--- src/rtl/grover_pkg.sv ---
// Shared constants, types and the saturation helper for the Grover diffusion stage.
package grover_pkg;

   localparam int NUM_BIT    = 3;
   localparam int NUM_SAMPLE = 2**NUM_BIT;
   localparam int DATA_W     = 8;

   typedef logic signed [DATA_W-1:0]         amp_t;
   typedef logic signed [DATA_W+NUM_BIT-1:0] sum_t;
   typedef logic signed [DATA_W+1:0]         wide_t;
   typedef logic        [NUM_BIT-1:0]        idx_t;

   localparam idx_t  LAST_IDX = idx_t'(NUM_SAMPLE - 1);
   localparam wide_t AMP_MAX  = wide_t'(2**(DATA_W-1) - 1);
   localparam wide_t AMP_MIN  = wide_t'(-(2**(DATA_W-1)));

   typedef enum logic [1:0] {
      LOAD = 2'd0,
      MEAN = 2'd1,
      EMIT = 2'd2
   } state_t;

   typedef struct packed {
      amp_t data;
      logic sat;
   } amp_sat_t;

   // Clamp a widened result into the amplitude range and flag any clipping.
   function automatic amp_sat_t sat_amp(input wide_t x);
      amp_sat_t r;
      if (x > AMP_MAX) begin
         r.data = amp_t'(AMP_MAX);
         r.sat  = 1'b1;
      end else if (x < AMP_MIN) begin
         r.data = amp_t'(AMP_MIN);
         r.sat  = 1'b1;
      end else begin
         r.data = amp_t'(x);
         r.sat  = 1'b0;
      end
      return r;
   endfunction

endpackage

--- src/rtl/grover_sample_buf.sv ---
// Amplitude buffer for one vector: synchronous write, combinational read.
module grover_sample_buf
   import grover_pkg::*;
(
   input  logic                     clk,
   input  logic                     wr_en,
   input  logic [NUM_BIT-1:0]       wr_addr,
   input  logic signed [DATA_W-1:0] wr_data,
   input  logic [NUM_BIT-1:0]       rd_addr,
   output logic signed [DATA_W-1:0] rd_data
);

   amp_t mem [NUM_SAMPLE];

   // NOTE: the storage array has no reset; every entry is rewritten before it
   // is read, and leaving it unreset lets it map onto plain register/RAM cells.
   // NOTE: sequential state is assigned with <= so all flops update together.
   always_ff @(posedge clk) begin
      if (wr_en) mem[wr_addr] <= wr_data;
   end

   assign rd_data = mem[rd_addr];

endmodule

--- src/rtl/grover_diffusion.sv ---
// Grover diffusion stage: buffers a vector, then streams 2*mean - a[i].
// Define GROVER_DIFF_SAT_EN to clamp results (and flag out_sat) instead of wrapping.
module grover_diffusion
   import grover_pkg::*;
(
   input  logic                     clk,
   input  logic                     rst,
   input  logic                     in_valid,
   output logic                     in_ready,
   input  logic signed [DATA_W-1:0] in_data,
   output logic                     out_valid,
   input  logic                     out_ready,
   output logic signed [DATA_W-1:0] out_data,
   output logic                     out_last,
   output logic                     out_sat,
   output logic                     busy
);

   state_t   state;
   idx_t     cnt;
   idx_t     rd_idx;
   sum_t     sum;
   amp_t     mean;
   amp_t     rd_data;
   wide_t    diff;
   amp_sat_t res;

   assign in_ready = (state == LOAD);
   assign busy     = (state != LOAD);

   grover_sample_buf u_buf (
      .clk     (clk),
      .wr_en   (in_valid && in_ready),
      .wr_addr (cnt),
      .wr_data (in_data),
      .rd_addr (rd_idx),
      .rd_data (rd_data)
   );

   assign diff = (wide_t'(mean) <<< 1) - wide_t'(rd_data);

   always_comb begin
      // NOTE: every output of this block gets a default first, so no latch is inferred.
      rd_idx = cnt;
      res    = '0;
      // Once a sample is on the output, the next one to load is cnt+1.
      if (state == EMIT && out_valid) rd_idx = idx_t'(cnt + 1'b1);
`ifdef GROVER_DIFF_SAT_EN
      res = sat_amp(diff);
`else
      res.data = amp_t'(diff[DATA_W-1:0]);
      res.sat  = 1'b0;
`endif
   end

   always_ff @(posedge clk or posedge rst) begin
      if (rst) begin
         state     <= LOAD;
         cnt       <= '0;
         sum       <= '0;
         mean      <= '0;
         out_valid <= 1'b0;
         out_data  <= '0;
         out_last  <= 1'b0;
         out_sat   <= 1'b0;
      end else begin
         case (state)
            LOAD: begin
               if (in_valid) begin
                  sum <= sum + sum_t'(in_data);
                  if (cnt == LAST_IDX) begin
                     cnt   <= '0;
                     state <= MEAN;
                  end else begin
                     cnt <= idx_t'(cnt + 1'b1);
                  end
               end
            end
            MEAN: begin
               mean  <= amp_t'(sum >>> NUM_BIT);
               state <= EMIT;
            end
            EMIT: begin
               // Output registers only move on an empty slot or a handshake.
               if (!out_valid || out_ready) begin
                  if (out_valid && out_last) begin
                     out_valid <= 1'b0;
                     out_last  <= 1'b0;
                     out_sat   <= 1'b0;
                     sum       <= '0;
                     cnt       <= '0;
                     state     <= LOAD;
                  end else begin
                     out_valid <= 1'b1;
                     out_data  <= res.data;
                     out_sat   <= res.sat;
                     out_last  <= (rd_idx == LAST_IDX);
                     cnt       <= rd_idx;
                  end
               end
            end
            default: state <= LOAD;
         endcase
      end
   end

endmodule

--- config.mk ---
export PLATFORM = sky130hd
export DESIGN_NAME = grover_diffusion
export DESIGN_NICKNAME = d
export VERILOG_FILES = /design/src/rtl/grover_pkg.sv /design/src/rtl/grover_sample_buf.sv /design/src/rtl/grover_diffusion.sv
export SDC_FILE = /design/constraint.sdc
export NUM_CORES = 1
export LEC_CHECK = 0
export CORE_MARGIN = 5
export CORE_UTILIZATION = 54
export DETAILED_ROUTE_END_ITERATION = 8
export PLACE_DENSITY = 0.84
export SYNTH_ARGS = -nofsm -noshare
export SYNTH_HDL_FRONTEND = slang
export SYNTH_SLANG_ARGS = --single-unit
export TNS_END_PERCENT = 1
--- constraint.sdc ---
create_clock -name clk -period 3.2 [get_ports clk]
set_clock_uncertainty 0.1 [all_clocks]
set_input_delay 0.48 -clock clk [delete_from_list [all_inputs] [get_ports clk]]
set_output_delay 0.48 -clock clk [all_outputs]
set_load 0.02 [all_outputs]
# --- Word level (Yosys, flattened, before mapping) ---
# Memory sizes are Yosys's and may differ from the RTL's.
# Cells that the tools add are included.
classes:
  n_addsub: 3
  n_eq_ne: 8
  n_mux: 19
  n_bitwise: 1
  reduce_logical: 13
ops:
  columns: ["op", "n"]
  rows:
  - ["11-bit 2-to-1 mux", 3]
  - ["11-bit one-hot mux with 2 select lines", 1]
  - ["3-bit 2-to-1 mux", 5]
  - ["11-bit by 8-bit adder with 11-bit output", 1]
  - ["2-bit 2-to-1 mux", 4]
  - ["4-bit AND reduction", 2]
  - ["8-bit subtractor", 1]
  - ["3-bit == test, second input constant", 2]
  - ["2-bit by 1-bit != test with 1-bit output, second input constant", 3]
  - ["2-bit one-hot mux with 3 select lines", 1]
  - ["3-bit one-hot mux with 2 select lines", 1]
  - ["3-bit AND reduction", 2]
  - ["1-bit 2-to-1 mux", 4]
  - ["2-bit nonzero test", 2]
  - ["3-bit by 1-bit adder with 3-bit output, second input constant", 1]
  - ["1-bit logical AND", 3]
  - ["2-bit by 1-bit == test with 1-bit output, second input constant", 1]
  - ["2-bit == test, second input constant", 1]
  - ["2-bit zero test", 1]
  - ["2-bit != test, second input constant", 1]
  - ["2-bit AND reduction", 1]
  - ["1-bit zero test", 1]
  - ["1-bit logical OR", 1]
  - ["1-bit NOT", 1]
word_totals:
  regBits: 33
  mem_bits_rw: 64
  inputBits: 12
  n_memories: 1
memory_table:
  columns: ["name", "depth", "width", "read_ports", "rd_ports_with_merged_regs", "write_ports", "line", "rtl"]
  rows:
  - ["u_buf.mem", 8, 8, 1, 0, 1, "grover_sample_buf.sv:13", "amp_t mem [NUM_SAMPLE];"]

# --- Logic depth before layout (Yosys ltp) ---
depth:
  ltp_word: 6
  ltp_mapped: 16
  mapped_depth_nobuf: 15

# --- By module ---
# From an unflattened synthesis, not the netlist that was laid out.
unflattened:
  hier_cells: 330
  area_unflattened_um2: 4616.9
by_module_without_submodules:
  columns: ["mod", "instances", "cells_per_inst", "area_each_um2", "seq_area_each_um2"]
  rows:
  - ["grover_sample_buf", 1, 106, 2531.2, 1921.8]
  - ["grover_diffusion", 1, 224, 2085.8, 800.8]

# --- Least setup slack after synthesis ---
# OpenSTA, ideal clock, no wires.
synth_path:
  path_type: "register to register"
  start: "register out_valid"
  end: "register out_data[7]"
  setup_ns: 0.125
  t_arrival_ns: 3.258
  setup_slack_ns: -0.283
  stages_incl_launch_ff: 16
  period_less_slack_ns: 3.483
  path_cell_list: "dfrtp_1 -> nand3b_1 -> xnor2_1 -> clkbuf_1 -> buf_2 -> nand2_1 -> a311oi_1 -> a21oi_1 -> ha_1 -> nand2_1 -> nor2_1 -> o21ai_0 -> o22a_1 -> a31oi_1 -> xnor2_1 -> mux2_2"
synth_via:
  elab_chain_cells: 4
  elab_cells_between_ends: 9
  classes_between: "1 x add/sub; 1 x mux; 1 x bitwise; 5 x reduce/logical; 1 x memory"
synth_rtl:
  columns: ["element", "line", "rtl"]
  rows:
  - ["start, declared", "grover_diffusion.sv:11", "output logic out_valid,"]
  - ["start signal, assigned", "grover_diffusion.sv:62", "out_valid <= 1'b0;"]
  - ["start signal, assigned", "grover_diffusion.sv:87", "out_valid <= 1'b0;"]
  - ["start signal, assigned", "grover_diffusion.sv:94", "out_valid <= 1'b1;"]
  - ["1-bit logical AND", "grover_diffusion.sv:47", "if (state == EMIT && out_valid) rd_idx = idx_t'(cnt + 1'b1);"]
  - ["3-bit 2-to-1 mux", "grover_diffusion.sv:47", null]
  - ["memory read 8 x 8 bit", null, null]
  - ["8-bit subtractor", "grover_diffusion.sv:40", "assign diff = (wide_t'(mean) <<< 1) - wide_t'(rd_data);"]
  - ["end signal, assigned", "grover_diffusion.sv:95", "out_data <= res.data;"]
  - ["end, declared", "grover_diffusion.sv:13", "output logic signed [DATA_W-1:0] out_data,"]
# Several ways; a longest one is shown, not always the timed one.
# A chain may end at the register's enable or synchronous reset.

# --- Worst setup path after layout ---
layout_path:
  start: "register state[0]"
  end: "register out_data[7]"
layout_via:
  elab_chain_cells: 5
  elab_cells_between_ends: 6
  classes_between: "1 x add/sub; 1 x eq/ne; 1 x mux; 2 x reduce/logical; 1 x memory"
layout_rtl:
  columns: ["element", "line", "rtl"]
  rows:
  - ["start, declared", "grover_diffusion.sv:19", "state_t state;"]
  - ["start signal, assigned", "grover_diffusion.sv:58", "state <= LOAD;"]
  - ["start signal, assigned", "grover_diffusion.sv:73", "state <= MEAN;"]
  - ["start signal, assigned", "grover_diffusion.sv:81", "state <= EMIT;"]
  - ["2-bit == test (*)", "grover_diffusion.sv:47, grover_diffusion.sv:67", null]
  - ["1-bit logical AND", "grover_diffusion.sv:47", null]
  - ["3-bit 2-to-1 mux", "grover_diffusion.sv:47", null]
  - ["memory read 8 x 8 bit", null, null]
  - ["8-bit subtractor", "grover_diffusion.sv:40", null]
# Every way passes the cells marked *; elsewhere a longest branch is shown, timed or not.

==> run metrics <==
Hold EP out_data[1]$_DFFE_PP0P_; ratio of cells with drive above 1 in the final layout between 20% and 30%; fillers about 570; clk slew on worst S/H paths 90 ps; synthesized area roughly 4700 um2; hpwl dp 7518 um; leading cell type in the layout, fill and taps excluded edfxtp_1; WS Path Type register to register; Crit. End Element register; initial antenna violation count 0; Avg Cell Area, Syn roughly 12 um2; Async SR Flop Fraction roughly 33%; GRT Overall Usage 21.42%; vias in the first global route between 3000 and 4000; Max Cap Viol 0; Synth Net Count 431; Final Hold Fails 0; area of the core approximately 8600 um2; static leakage about 2.4 nW; PortBufs 23; Die Y-Extent 103.7 um; Layout area overhead 24.47%; Clock Latency Late Sink ~370 ps; Via density a little over 6; CP max-delay cell dfrtp_1; CP Max Fanout 7; status finished with violations; CP cell instances nand3b_1 -> xnor2_4 -> buf_12 -> and2_4 -> a211oi_2 -> a311oi_2 -> a21oi_2 -> ha_4 -> nand2_4 -> nor2_4 -> o21ai_1 -> o22a_1 -> a31oi_4 -> xnor2_2 -> mux2_4; path depth of the worst reg2reg path 15; DR iter-0 viols just under 300; r2r endpoint out_data[7]$_DFFE_PP0P_; GP Congestion 0.8609; area fraction of the dominant cell type after synthesis 40.51%; failing checks negative setup slack; die width about 100 um; Hold Buf Count CTS 0; Worst Hold Depth 2; io pins 25; DRC Markers 0; largest net degree at the start of global routing 27; crit start category register; pwr dens 1197 nW/um2; CTS buffer count 9; register area share after synthesis about 57%; top cells by area, synth edfxtp_1 (41%), dfrtp_1 (17%), nand2_1 (5.1%); Worst VDD drop 576.4 uV; hold slack approximately 390 ps; RSZ-0062 raised after global routing yes; Post-Synthesis Cells 400; WL/cell ~21 um; vias 3609; first-pass GRT wire length approximately 18000 um; yosys warns 0; die area 10760 um2; max incr delay on CP a little over 400 ps; Core Rows 34; final setup vio count 3; Antenna Nets Post-Route 0; total power ~7.1 mW; CP arrival around 3700 ps; critical path's top delay family compound AO/OA/AOI/OAI gates; n_diodes 0; leading area contributor after synthesis edfxtp_1; Initial Utilization a little over half; fin worst setup slack -281.6 ps; relative slew slack 50.49%; Place WS -364.9 ps; period utilization 108.8%; GRT overflow 0; Worst Tran Pin Value approximately 740 ps; Worst R2R Start state[0]$_DFFE_PP0P_; H-tree levels 3; #FFs+latches synth 96; minimum clock period between 3000 and 4000 ps; Required @ worst endpoint approximately 3400 ps; Post-Route WL 12360 um; fmax 287.2 MHz; Crit. Startpoint state[0]$_DFFE_PP0P_; Hold/Removal Path Class register to register; Nets 497; TritonRoute pass-1 iters 5; worst path buffer plus inverter count 1; Cell variety after synth 54; Sink Count 96; clock root cell clkbuf_8; max-slew violation count 0; Post-synth EDFFs 64; HP Start out_data[1]$_DFFE_PP0P_; CTS Buffer Depth 2; CTS tree yes; Post-synth top flop edfxtp_1; most frequent cells in the layout edfxtp_1 (64), nand2_1 (62), buf_4 (43); R2R setup slack -280 ps
-- synth_stat cells (3+ instances only) --
cell / instances
nand2b_1: 4
clkbuf_1: 12
a31oi_1: 11
xor2_1: 5
mux2_2: 10
inv_1: 14
and2_1: 13
nor2_1: 13
xnor2_1: 8
edfxtp_1: 64
nand2_1: 64
ha_1: 17
a21o_1: 3
o21ai_0: 24
a22o_1: 3
nor3_1: 6
dfrtp_1: 32
mux2i_1: 10
a21oi_1: 11
nor2b_1: 6
and3_1: 5
buf_2: 3
a311oi_1: 6
or2_2: 3
a211oi_1: 13
o211ai_1: 3
-- worst reg2reg max path, stage by stage, from the launching register on --
cell and delay (ps):
dfrtp_1 410, nand3b_1 290, xnor2_4 360, buf_12 170
and2_4 140, a211oi_2 40, a311oi_2 280, a21oi_2 120
ha_4 330, nand2_4 60, nor2_4 90, o21ai_1 60
o22a_1 280, a31oi_4 290, xnor2_2 110, mux2_4 270
-- metrics by stage --
stage / area [um2] / setup TNS (ps) / instances / utilization (%)
after floorplan: 4786 / 0 / 400 / -
after global placement: 5343 / -254.9 / 546 / 61.87
after detailed placement: 5343 / -499.6 / 546 / 61.87
after CTS: 5717 / -212.6 / 574 / 66.20
after global routing: 5906 / -1141 / 579 / 68.39
final: 5906 / -503.8 / 579 / 68.39
-- metal layers --
metal | share of wire [%] | track usage, % | vias up
met5 | 0 | 0 | -
met4 | 2.9 | 7.031 | 0
met3 | 8.3 | 4.104 | 41
met2 | 51 | 37.52 | 211
met1 | 38 | 26.60 | 1761
li1 | - | - | 1596
-- power breakdown --
| group | internal [mW] | switching [mW] |
|---|---|---|
| registers | 1.55 | 0.144 |
| clock network | 0.301 | 0.417 |
| logic | 2.21 | 2.45 |
| total | 4.06 | 3.01 |
-- state kept, by name, indices dropped and copies added, names as in the netlist --
register and count:
out_valid 1, out_last 1, u_buf.mem 64, mean 7, out_data 8, sum 10
cnt 3, state 2
-- repair_timing --
action / CTS / global route
setup buffers: 10 / 3
resized for setup: 14 / 27
pin swaps: 8 / 17
endpoints found under the setup margin: 3 / 4
cloned: 2 / 2
-- worst max path at each step --
| stage | endpoint | slack [ps] | depth (start not counted) |
|---|---|---|---|
| floorplan | out_data[7]$_DFFE_PP0P_ | 0.3 | 15 |
| global placement | out_data[7]$_DFFE_PP0P_ | -180 | 13 |
| detailed placement | out_data[7]$_DFFE_PP0P_ | -360 | 13 |
| CTS | out_data[7]$_DFFE_PP0P_ | -110 | 14 |
| global route | out_data[7]$_DFFE_PP0P_ | -420 | 15 |
| finish | out_data[7]$_DFFE_PP0P_ | -280 | 15 |
-- cells by family after synthesis --
kind of cell	after synthesis	share of synthesized area (%)
AOI/OAI and AO/OA	88	12.26
xor gates and xnor gates	14	2.743
adders and majority gates	19	5.327
buffers and inverters	34	3.033
DFF	96	57.38
muxes	25	6.830
other	1	0.07904
and+or+nand+nor	123	12.34
-- cell type report --
cell class                      count  area [um2]  area share, %
Sequential cell                    96        2724          46.12
Multi-Input combinational cell    271        2102          35.59
Timing Repair Buffer               74       718.2          12.16
Clock buffer                       11       141.4          2.394
Tap cell                          108       135.1          2.288
Inverter                           14       52.55         0.8898
Clock inverter                      5       32.53         0.5508
Power figures use the tool's default switching activity.
==> patch 1: new RTL, same settings <==
Add a define of `GROVER_DIFF_SAT_EN`.
--- a/src/rtl/grover_diffusion.sv
+++ b/src/rtl/grover_diffusion.sv
@@ -1,5 +1,7 @@
 // Grover diffusion stage: buffers a vector, then streams 2*mean - a[i].
 // Define GROVER_DIFF_SAT_EN to clamp results (and flag out_sat) instead of wrapping.
+`define GROVER_DIFF_SAT_EN
+
 module grover_diffusion
    import grover_pkg::*;
 (
Formal check against the unedited RTL: same outputs for any inputs over 10 cycles, from zero or initial values and one cycle with rst high; that may be too few to reach the edited logic, so the function may still have changed.
==> patch 1 against the unedited design <==
The run still ends with setup timing left. Final area rose by 6.7%. Sequential share of layout area down 1.7 points. Wire length is 3.4% lower. Critical endpoint is now out_sat. Non-clock buffer count increased by 32. Sequential cell count is 3 higher. Worst setup slack lost 0.39 ns. Largest cell class unchanged. Area after synthesis up 2.1%. Core utilization grew 3.9 points.
Power is not shown: default switching activity piles up to over one toggle a cycle in this logic, so the estimate is an artifact.
==> patch 1: results (changes against the unedited design) <==
| Metric | Value |
|---|---|
| Hold Crit Depth | 2 (unchanged) |
| Synth Flop Type | edfxtp_1 |
| Met3 usage | 4.01% (-0.097 points) |
| Yosys warns | 0 (unchanged) |
| Leading registers by flop count | u_buf.mem x64, sum x11 |
| Worst-path clk slew | 0.10 ns |
| GR met1 Demand/Resource | 27.1% (+0.45 points) |
| Asr flop ratio synth | 35.4% (+2.0 points) |
| Clock tree buffer depth | 2 (unchanged) |
| Clk root buf | clkbuf_8 |
| Crit path DAT | 4.04 ns (+0.39 ns) |
| Grt met2 use | 38.0% (+0.52 points) |
| # setup viols final | 9 (+6) |
| First-pass GRT wire length | 18800 microns (+2.0%) |
| Hold/Removal Path Class | reg2reg |
| N_diodes | 0 (unchanged) |
| Setup TNS | -5.23 ns (-4.73 ns) |
| Failing checks | setup timing |
| Status | finished with violations |
| Share of layout cells above drive strength 1 | 35.1% (+10 points) |
| Pre-CTS WS | -0.687 ns (-0.322 ns) |
| Vias per cell | 5.97 (-4.2%) |
| Cells after synthesis | 359 (-10%) |
| Synth cell types | 52 (-3.7%) |
| Vias in the first global route | 3652 (+2.6%) |
| CP Max Fanout | 7 (unchanged) |
| 1st-iter DRT viols | 195 (-35%) |
| Initial antenna violation count | 0 (unchanged) |
| Fin worst setup slack | -0.669 ns (-0.388 ns) |
| Post-synth EDFFs | 64 (unchanged) |
| Worst Reg2Reg Path Length in Cells | 16 (+1) |
| Non-filler cells, final | 581 (+0.35%) |
| Placed Cells incl. Taps | 555 (+1.6%) |
| Dpl hpwl | 8140 microns (+8.3%) |
| Placer congestion estimate | 0.843 (-2.0%) |
| DR pass1 iterations | 4 (-1) |
| Total GRT Usage | 22.0% (+0.55 points) |
| Wire per inst | 20.6 microns (-3.7%) |
| Tightest Pin Transition | 0.554 ns (-0.187 ns) |
| Skew-Pair Late Insertion Delay | 0.37 ns (about the same) |
| Largest net degree at the start of global routing | 36 (+33%) |
| H-tree depth | 3 (unchanged) |
| NumNets Final | 502 (+1.0%) |
| Port buffer count | 24 (+4.3%) |
| Mapped Nets | 393 (-8.8%) |
| Main area contributors after synthesis | edfxtp_1 40%, dfrtp_1 18%, mux4_2 6.5% |
| Post-synth top cells | 64 x edfxtp_1, 35 x dfrtp_1, 35 x nand2_1 |
| Area after DPL | 5810 sq um (+8.7%) |
| Register area share after synthesis | 57.7% (+0.36 points) |
-- patch 1: final timing paths --
kind / from / end / slack, ns
worst max register to register: state[0] / out_sat / -0.67
worst min-delay path: mean[7] / mean[7] / 0.40
worst max-delay path: state[0] / out_sat / -0.67
worst min register to register: mean[7] / mean[7] / 0.40
min in group asynchronous: rst / out_data[0] / 0.41
max in group asynchronous: rst / out_valid / 2.24
-- patch 1: cells by family after synthesis --
family | Yosys count | synth area share [%]
DFF | 99 | 57.7
and+or+nand+nor | 91 | 8.50
AOI/OAI and AO/OA | 72 | 10.5
muxes | 38 | 12.4
adders and majority gates | 22 | 5.99
buffers and inverters | 21 | 1.81
xor gates and xnor gates | 16 | 3.05
-- patch 1: worst max-delay path: stages, from the launching register on --
cell	delay, ns
dfrtp_1	0.40
nand2b_4	0.16
nor2_4	0.17
xnor2_4	0.14
buf_12	0.15
buf_12	0.11
mux4_2	0.52
mux2i_2	0.22
ha_1	0.30
a21o_1	0.22
a21o_1	0.17
a21oi_2	0.19
o31a_1	0.17
a311o_2	0.18
a31oi_4	0.14
o21bai_1	0.21
a22o_1	0.19
-- patch 1: layout make-up --
cell class,instances,area (sq um)
clock buffer,9,124
clock inverter,7,93.8
fill,544,2420
timing repair buffer,106,913
inverter,13,48.8
tap,108,135
sequential,99,2800
multi-input combinational,239,2190
-- patch 1: routing by layer --
layer	wire length [microns]	share of wire, %	vias to the layer above
li1	-	-	1585
met3	687	5.8	26
met5	0	0	-
met4	328	2.7	0
met2	6310	53	117
met1	4610	39	1742
-- patch 1: timing repair --
item | in CTS | in global routing
gates cloned | 0 | 0
pin swaps | 13 | 12
setup endpoints to repair | 9 | 9
hold endpoints to repair | 0 | 0
gates resized for setup | 21 | 13
setup buffers | 8 | 2
==> patch 2: new RTL, config.mk and constraints unchanged <==
Made on the original files. Re-encode `state_t` (3 states) as one-hot, 3 bits wide.
--- a/src/rtl/grover_pkg.sv
+++ b/src/rtl/grover_pkg.sv
@@ -14,10 +14,10 @@
    localparam wide_t AMP_MAX  = wide_t'(2**(DATA_W-1) - 1);
    localparam wide_t AMP_MIN  = wide_t'(-(2**(DATA_W-1)));
 
-   typedef enum logic [1:0] {
-      LOAD = 2'd0,
-      MEAN = 2'd1,
-      EMIT = 2'd2
+   typedef enum logic [2:0] {
+      LOAD = 3'b001,
+      MEAN = 3'b010,
+      EMIT = 3'b100
    } state_t;
 
    typedef struct packed {
Behaviour: same outputs for any inputs over 10 cycles, from zero or initial values and one cycle with rst high; not proved beyond that.
==> patch 2 against the unedited design <==
The run still ends with setup timing left. Wire length fell by 9.2%. Worst setup slack improved by 0.11 ns. Core utilization rose by 0.58 points. Count of clock-buffer cells in the layout rose by 4. Sequential cell count rose by 1. Global-route usage fell by 0.43 points. Final area rose by 1.8%. Power fell by 23%. Area after synthesis rose by 1.5%.
==> patch 2: results (changes against the unedited design) <==
| Metric | Value |
|---|---|
| # setup viols final | 4 (+1) |
| Fillers | 559 (-1.8%) |
| Main area contributors after synthesis | edfxtp_1 40%, dfrtp_1 17%, mux4_2 6.5% |
| Switching share of total power | 36.2% (-6.4 points) |
| Asr flop ratio synth | 34.0% (+0.69 points) |
| P_comb | 2.88 mW (-38%) |
| Hold path startpoint | out_data[0] |
| Via Count | 3312 (-8.2%) |
| Post-synth top cells | 64 x edfxtp_1, 32 x dfrtp_1, 32 x nand2_1 |
| Synth cell types | 52 (-3.7%) |
| Post-synthesis mux area share | 15.0% (+8.2 points) |
| Max incr delay on CP | 0.54 ns (+0.13 ns) |
| Status | finished with violations |
| Seq power | 1.76 mW (+4%) |
| Failing checks | setup timing |
| CP Max Fanout | 5 (-2) |
| Compound-Gate Fraction of Synth Area | 8.89% (-3.4 points) |
| Total GRT Usage | 21.0% (-0.43 points) |
| Tightest Pin Transition | 0.669 ns (-0.0727 ns) |
| Crit-path slowest cell | mux4_2 |
| Setup bufs post-CTS | 4 (-6) |
| 1st-iter DRT viols | 272 (-8.7%) |
| Hold-critical path endpoint | out_data[0] |
| Crit path DAT | 3.54 ns (-0.11 ns) |
| Min Hold Slack | 0.387 ns (-0.00226 ns) |
| Cells after synthesis | 359 (-10%) |
| CP top delay family | multiplexers |
| Grt met2 use | 36.3% (-1.2 points) |
| Dpl hpwl | 8130 microns (+8.2%) |
| Wire per inst | 20.0 microns (-6.1%) |
| Mapped Nets | 390 (-9.5%) |
| Fin worst setup slack | -0.176 ns (+0.105 ns) |
| Leak pwr | 2.47 nW (+5.0%) |
| Worst Setup SP | state[0] |
| Pre-CTS WS | -0.343 ns (+0.0223 ns) |
| Net Switching | 1.97 mW (-35%) |
| First-pass GRT wire length | 17800 microns (-3.2%) |
| NumNets Final | 478 (-3.8%) |
==> patch 2: cell types whose count changed after synthesis, moves of 7 or more <==
cell	delta
a211oi_1	-13
a31oi_1	-7
and2_1	-13
mux2i_1	+16
mux4_2	+13
nand2_1	-32
o21ai_0	-7
==> patch 2: cell type report <==
cell class              count  area [sq um]  share of cell area (%)
clock buffers              15           201                    3.35
inverters                  17          63.8                    1.06
clock inverters             1          5.00                  0.0832
repair buffers             91           795                    13.2
multi-input cells         231          2070                    34.3
flip-flops and latches     97          2750                    45.7
well taps                 108           135                    2.25
==> patch 2: metal layers <==
metal | wire [microns] | up-vias
li1 | - | 1520
met1 | 4530 | 1669
met2 | 5800 | 103
met3 | 592 | 20
met4 | 299 | 0
met5 | 0 | -
==> patch 2: logic make-up after synthesis <==
group	Yosys count
DFF	97
and+or+nand+nor	85
other	1
buffers and inverters	31
xor gates and xnor gates	11
muxes	52
adders and majority gates	19
AOI/OAI and AO/OA	63
